File: config.mk
export PLATFORM = sky130hd
export DESIGN_NAME = digit_serial_adder
export DESIGN_NICKNAME = d
export VERILOG_FILES = /design/src/rtl/digit_serial_adder.sv
export SDC_FILE = /design/constraint.sdc
export NUM_CORES = 1
export LEC_CHECK = 0
export CORE_ASPECT_RATIO = 1.5
export CORE_MARGIN = 5
export CORE_UTILIZATION = 55
export CTS_CLUSTER_DIAMETER = 30
export DETAILED_ROUTE_END_ITERATION = 8
export PLACE_DENSITY = 0.81
export REMOVE_ABC_BUFFERS = 1
export SYNTH_ARGS = -nofsm -noshare
export SYNTH_HDL_FRONTEND = slang
export SYNTH_HIERARCHICAL = 1
export SYNTH_SLANG_ARGS = --single-unit
File: constraint.sdc
create_clock -name clk -period 3 [get_ports clk]
set_clock_uncertainty 0.2 [all_clocks]
set_input_delay 0.6 -clock clk [delete_from_list [all_inputs] [get_ports clk]]
set_output_delay 0.6 -clock clk [all_outputs]
set_load 0.01 [all_outputs]
File: src/rtl/digit_serial_adder.sv
// Digit-serial adder: sums two WIDTH-bit operands two bits per clock through a
// single 2-bit full adder, trading WIDTH/2 cycles of latency for a short carry chain.

module full_adder_2bit (
    input  logic [1:0] a,
    input  logic [1:0] b,
    input  logic       cin,
    output logic [1:0] s,
    output logic       cout
);
    assign {cout, s} = {1'b0, a} + {1'b0, b} + {2'b00, cin};
endmodule

module digit_serial_adder #(
    parameter int WIDTH = 8
) (
    input  logic             clk,
    input  logic             rst_n,
    input  logic             start,
    input  logic [WIDTH-1:0] a,
    input  logic [WIDTH-1:0] b,
    input  logic             cin,
    output logic             busy,
    output logic             done,
    output logic [WIDTH-1:0] sum,
    output logic             cout
);
    localparam int N  = WIDTH / 2;
    localparam int CW = (N > 1) ? $clog2(N) : 1;

    typedef enum logic [1:0] {
        IDLE,
        RUN,
        DONE
    } state_t;

    state_t           state;
    logic [WIDTH-1:0] a_sh;
    logic [WIDTH-1:0] b_sh;
    logic [WIDTH-1:0] p;
    logic [WIDTH-1:0] p_next;
    logic             carry_q;
    logic [CW-1:0]    cnt;
    logic [1:0]       digit_s;
    logic             digit_c;

    full_adder_2bit u_fa (
        .a    (a_sh[1:0]),
        .b    (b_sh[1:0]),
        .cin  (carry_q),
        .s    (digit_s),
        .cout (digit_c)
    );

    // The newest digit enters at the top so that after N shifts digit 0 sits in bits [1:0].
    if (WIDTH == 2) begin : g_p_single
        assign p_next = digit_s;
    end else begin : g_p_shift
        assign p_next = {digit_s, p[WIDTH-1:2]};
    end

    // NOTE: every register here is a flop updated with <=, so all reads in this block
    // see the pre-edge values regardless of statement order.
    always_ff @(posedge clk or negedge rst_n) begin
        if (!rst_n) begin
            state   <= IDLE;
            a_sh    <= '0;
            b_sh    <= '0;
            p       <= '0;
            carry_q <= 1'b0;
            cnt     <= '0;
            busy    <= 1'b0;
            done    <= 1'b0;
            sum     <= '0;
            cout    <= 1'b0;
        end else begin
            case (state)
                IDLE: begin
                    done <= 1'b0;
                    if (start) begin
                        a_sh    <= a;
                        b_sh    <= b;
                        carry_q <= cin;
                        cnt     <= '0;
                        p       <= '0;
                        busy    <= 1'b1;
                        state   <= RUN;
                    end
                end
                RUN: begin
                    p       <= p_next;
                    a_sh    <= a_sh >> 2;
                    b_sh    <= b_sh >> 2;
                    carry_q <= digit_c;
                    cnt     <= cnt + 1'b1;
                    if (cnt == CW'(N - 1)) begin
                        // Result registers load only here, so they never expose a partial sum.
                        sum   <= p_next;
                        cout  <= digit_c;
                        busy  <= 1'b0;
                        done  <= 1'b1;
                        state <= DONE;
                    end
                end
                DONE: begin
                    done  <= 1'b0;
                    state <= IDLE;
                end
                default: begin
                    busy  <= 1'b0;
                    done  <= 1'b0;
                    state <= IDLE;
                end
            endcase
        end
    end
endmodule

==> impl_metrics.json <==
{
  "outcome": "finished, final reports clean",
  "clock_insertion_delay_worst_skew_ns": 0.28,
  "yosysUniqueCellTypes": 26,
  "via_per_inst": 5.79,
  "reg2reg_capture_point": "a_sh[5]",
  "powerDensity_mw_per_mm2": 1060,
  "count_of_antenna_diodes_in_the_layout": 0,
  "tritoncts_clock_tree": "yes",
  "synth_area_mm2": 0.00171,
  "detailed_place.area_mm2": 0.00200,
  "share_of_the_synthesized_area_in_the_top_cell_type": 0.557,
  "wl_per_cell_um": 15.7,
  "slew_headroom": 0.413,
  "slew_viol_final": 0,
  "netlist_instances": 153,
  "muxShareOfSynthArea": 0.0652,
  "postCtsResizedCells": 0,
  "grt.total_usage": 0.177,
  "clock_pin_transition_on_the_worst_setup_and_hold_timing_paths_ns": 0.07,
  "final_cell_mix": "dfrtp_1, clkdlybuf4s50_1, nor3_1",
  "synth_warnings": 6,
  "cp.arrival_ns": 2.12,
  "drt-pass1-iter-count": 4,
  "die-width_um": 55.5,
  "crit_fanout": 29,
  "hpwlAfterDp_mm": 2.47,
  "p_leak_nw": 0.931,
  "crit_share_post_route": 0.720,
  "num_io_pins": 31,
  "synth_area_per_cell_um2": 11.2,
  "clock_tree.buffer_depth": 2,
  "cp-start-kind": "register",
  "holdBufCountCts": 0,
  "synth.largest_area_cell": "dfrtp_1",
  "antenna_violating_nets_post_route": 0,
  "io_buffer_count": 30,
  "layout.cells.most_common": "dfrtp_1",
  "globalRoute.totalOverflow": 0,
  "period_minus_slack_ns": 2.16,
  "finalInstanceArea_mm2": 0.00210,
  "route.final.wire_length_mm": 3.48,
  "cts-buffers-inserted": 5,
  "fmaxAchievable_mhz": 463,
  "final_layout_size_suffix_gt1_frac": 0.126,
  "grt_first_pass_wirelength_mm": 6.08,
  "worstHoldPathType": "register to register",
  "yosys.area_share.adder": 0.0308,
  "grt_setup_unrepaired": "false",
  "crit_start": "state[0]",
  "synth-compound-area-share": 0.162,
  "nets": 205,
  "post_route_setup_tns_ns": 0,
  "post_cts_buffers": 0,
  "htree_levels": 2,
  "combinational_family_with_the_most_area_after_synthesis": "compound AO/OA/AOI/OAI gates",
  "area_delta_synth_final_pct": 22.7,
  "initial_core_util": 0.580,
  "rows": 24,
  "core-area_mm2": 0.00294,
  "setup_viol_count_final": 0,
  "synth-xor-area-share": 0,
  "r2r_setup_slack_ns": 0.84,
  "worstHoldEndpoint": "done",
  "final_util": 0.712,
  "drc": 0,
  "maxCapViolCount": 0,
  "yosysSeqAreaShare": 0.557,
  "required_ns": 2.96,
  "grt_pass1_vias": 1332,
  "drt_iter0_markers": 27,
  "worst_r2r_startpoint": "state[0]",
  "timing_worst_slew_pin_value_ns": 0.880,
  "r2r.worst_path.cells": 3,
  "num_vias": 1286,
  "clock-root-buffer": "clkbuf_8",
  "critical_path_class": "register to register",
  "number_of_fill_cells_in_the_layout": 243,
  "grt_max_degree": 39,
  "ir_worst_vdd_v": 0.000686,
  "netlist_top_cells_area": "dfrtp_1, mux2_2, nor3_1",
  "timing.final.hold_violations": 0,
  "postSynthRegisterBits": 38,
  "gp_congestion": 0.837,
  "synth-simple-area-share": 0.119,
  "min_path_cells": 2,
  "antenna_found_initial": 0,
  "die_area_mm2": 0.00434,
  "clkSinkCount": 38,
  "die_y_um": 78.3,
  "crit_end_element": "register",
  "worst_hold_startpoint": "done"
}
## critical path, cell delays in order, from the launching register on
cell and delay [ns]:
dfrtp_1 0.92, nand2b_1 0.55, o22ai_1 0.29, nor3_1 0.07
## metrics by stage
step	worst slack [ns]	std cells	hold WS, ns	total power [mW]
2_1_floorplan	1.01	143	0.104	1.52
3_3_place_gp	0.674	214	0.277	1.82
3_5_place_dp	0.592	214	0.287	1.88
4_1_cts	0.863	222	0.303	2.24
5_1_grt	0.616	222	0.320	2.40
6_report	0.841	222	0.299	2.22
## final cells by class
type                    instances  area (um2)  area share
clock inverters                 1        5.00     0.00239
multi-input cells              93         644       0.307
inverters                      12        45.0      0.0215
clock buffers                   7        86.3      0.0412
flip-flops and latches         38         951       0.454
well taps                      39        48.8      0.0233
repair buffers                 32         315       0.150
## kinds of logic after synthesis
group,count (synthesis)
buffers and inverters,22
and+or+nand+nor,41
DFF,38
muxes,10
adders and majority gates,3
AOI/OAI and AO/OA,39
## flip-flops by register name, summed over array words and instances (netlist names)
name     count
p            6
state        2
sum          8
carry_q      1
done         1
busy         1
b_sh         8
a_sh         8
cout         1
cnt          2
## synth_stat cells
| master | number |
|---|---|
| or2_1 | 1 |
| mux2i_1 | 1 |
| buf_4 | 2 |
| o21ai_2 | 1 |
| nor2_1 | 13 |
| o21ai_0 | 10 |
| ha_1 | 1 |
| a22o_1 | 7 |
| dfrtp_1 | 38 |
| nor2b_1 | 1 |
| nor3_1 | 15 |
| fa_1 | 2 |
| mux2_2 | 9 |
| nand2_1 | 6 |
| a21oi_2 | 1 |
| buf_2 | 5 |
| or4b_4 | 1 |
| nand2b_1 | 2 |
| inv_1 | 12 |
| o32ai_1 | 7 |
| buf_6 | 2 |
| nand2_4 | 1 |
| clkbuf_2 | 1 |
| o22ai_1 | 12 |
| and2b_1 | 1 |
| o21bai_2 | 1 |
## where the power goes
| part | total (mW) | internal (mW) | switching (mW) |
|---|---|---|---|
| sequential | 0.957 | 0.747 | 0.210 |
| combinational | 0.913 | 0.471 | 0.442 |
| clock | 0.347 | 0.185 | 0.162 |
| total | 2.22 | 1.40 | 0.814 |
## how the worst max path moves through the flow
| stage | slack, ns | cells after the start | end |
|---|---|---|---|
| after global placement | 0.67 | 4 | b_sh[4] |
| after floorplan | 1.01 | 3 | cout |
| after global routing | 0.62 | 3 | b_sh[0] |
| final | 0.84 | 3 | a_sh[5] |
| after detailed placement | 0.59 | 4 | a_sh[0] |
| after CTS | 0.86 | 3 | a_sh[5] |
## layer usage
metal / global-route usage / wire length (um) / vias up
li1: - / - / 599
met2: 0.302 / 1870 / 48
met4: 0.0876 / 98 / 0
met5: 0 / 0 / -
met3: 0.0542 / 190 / 9
met1: 0.198 / 1310 / 630
Note: power is estimated with default switching activity, not from simulation.
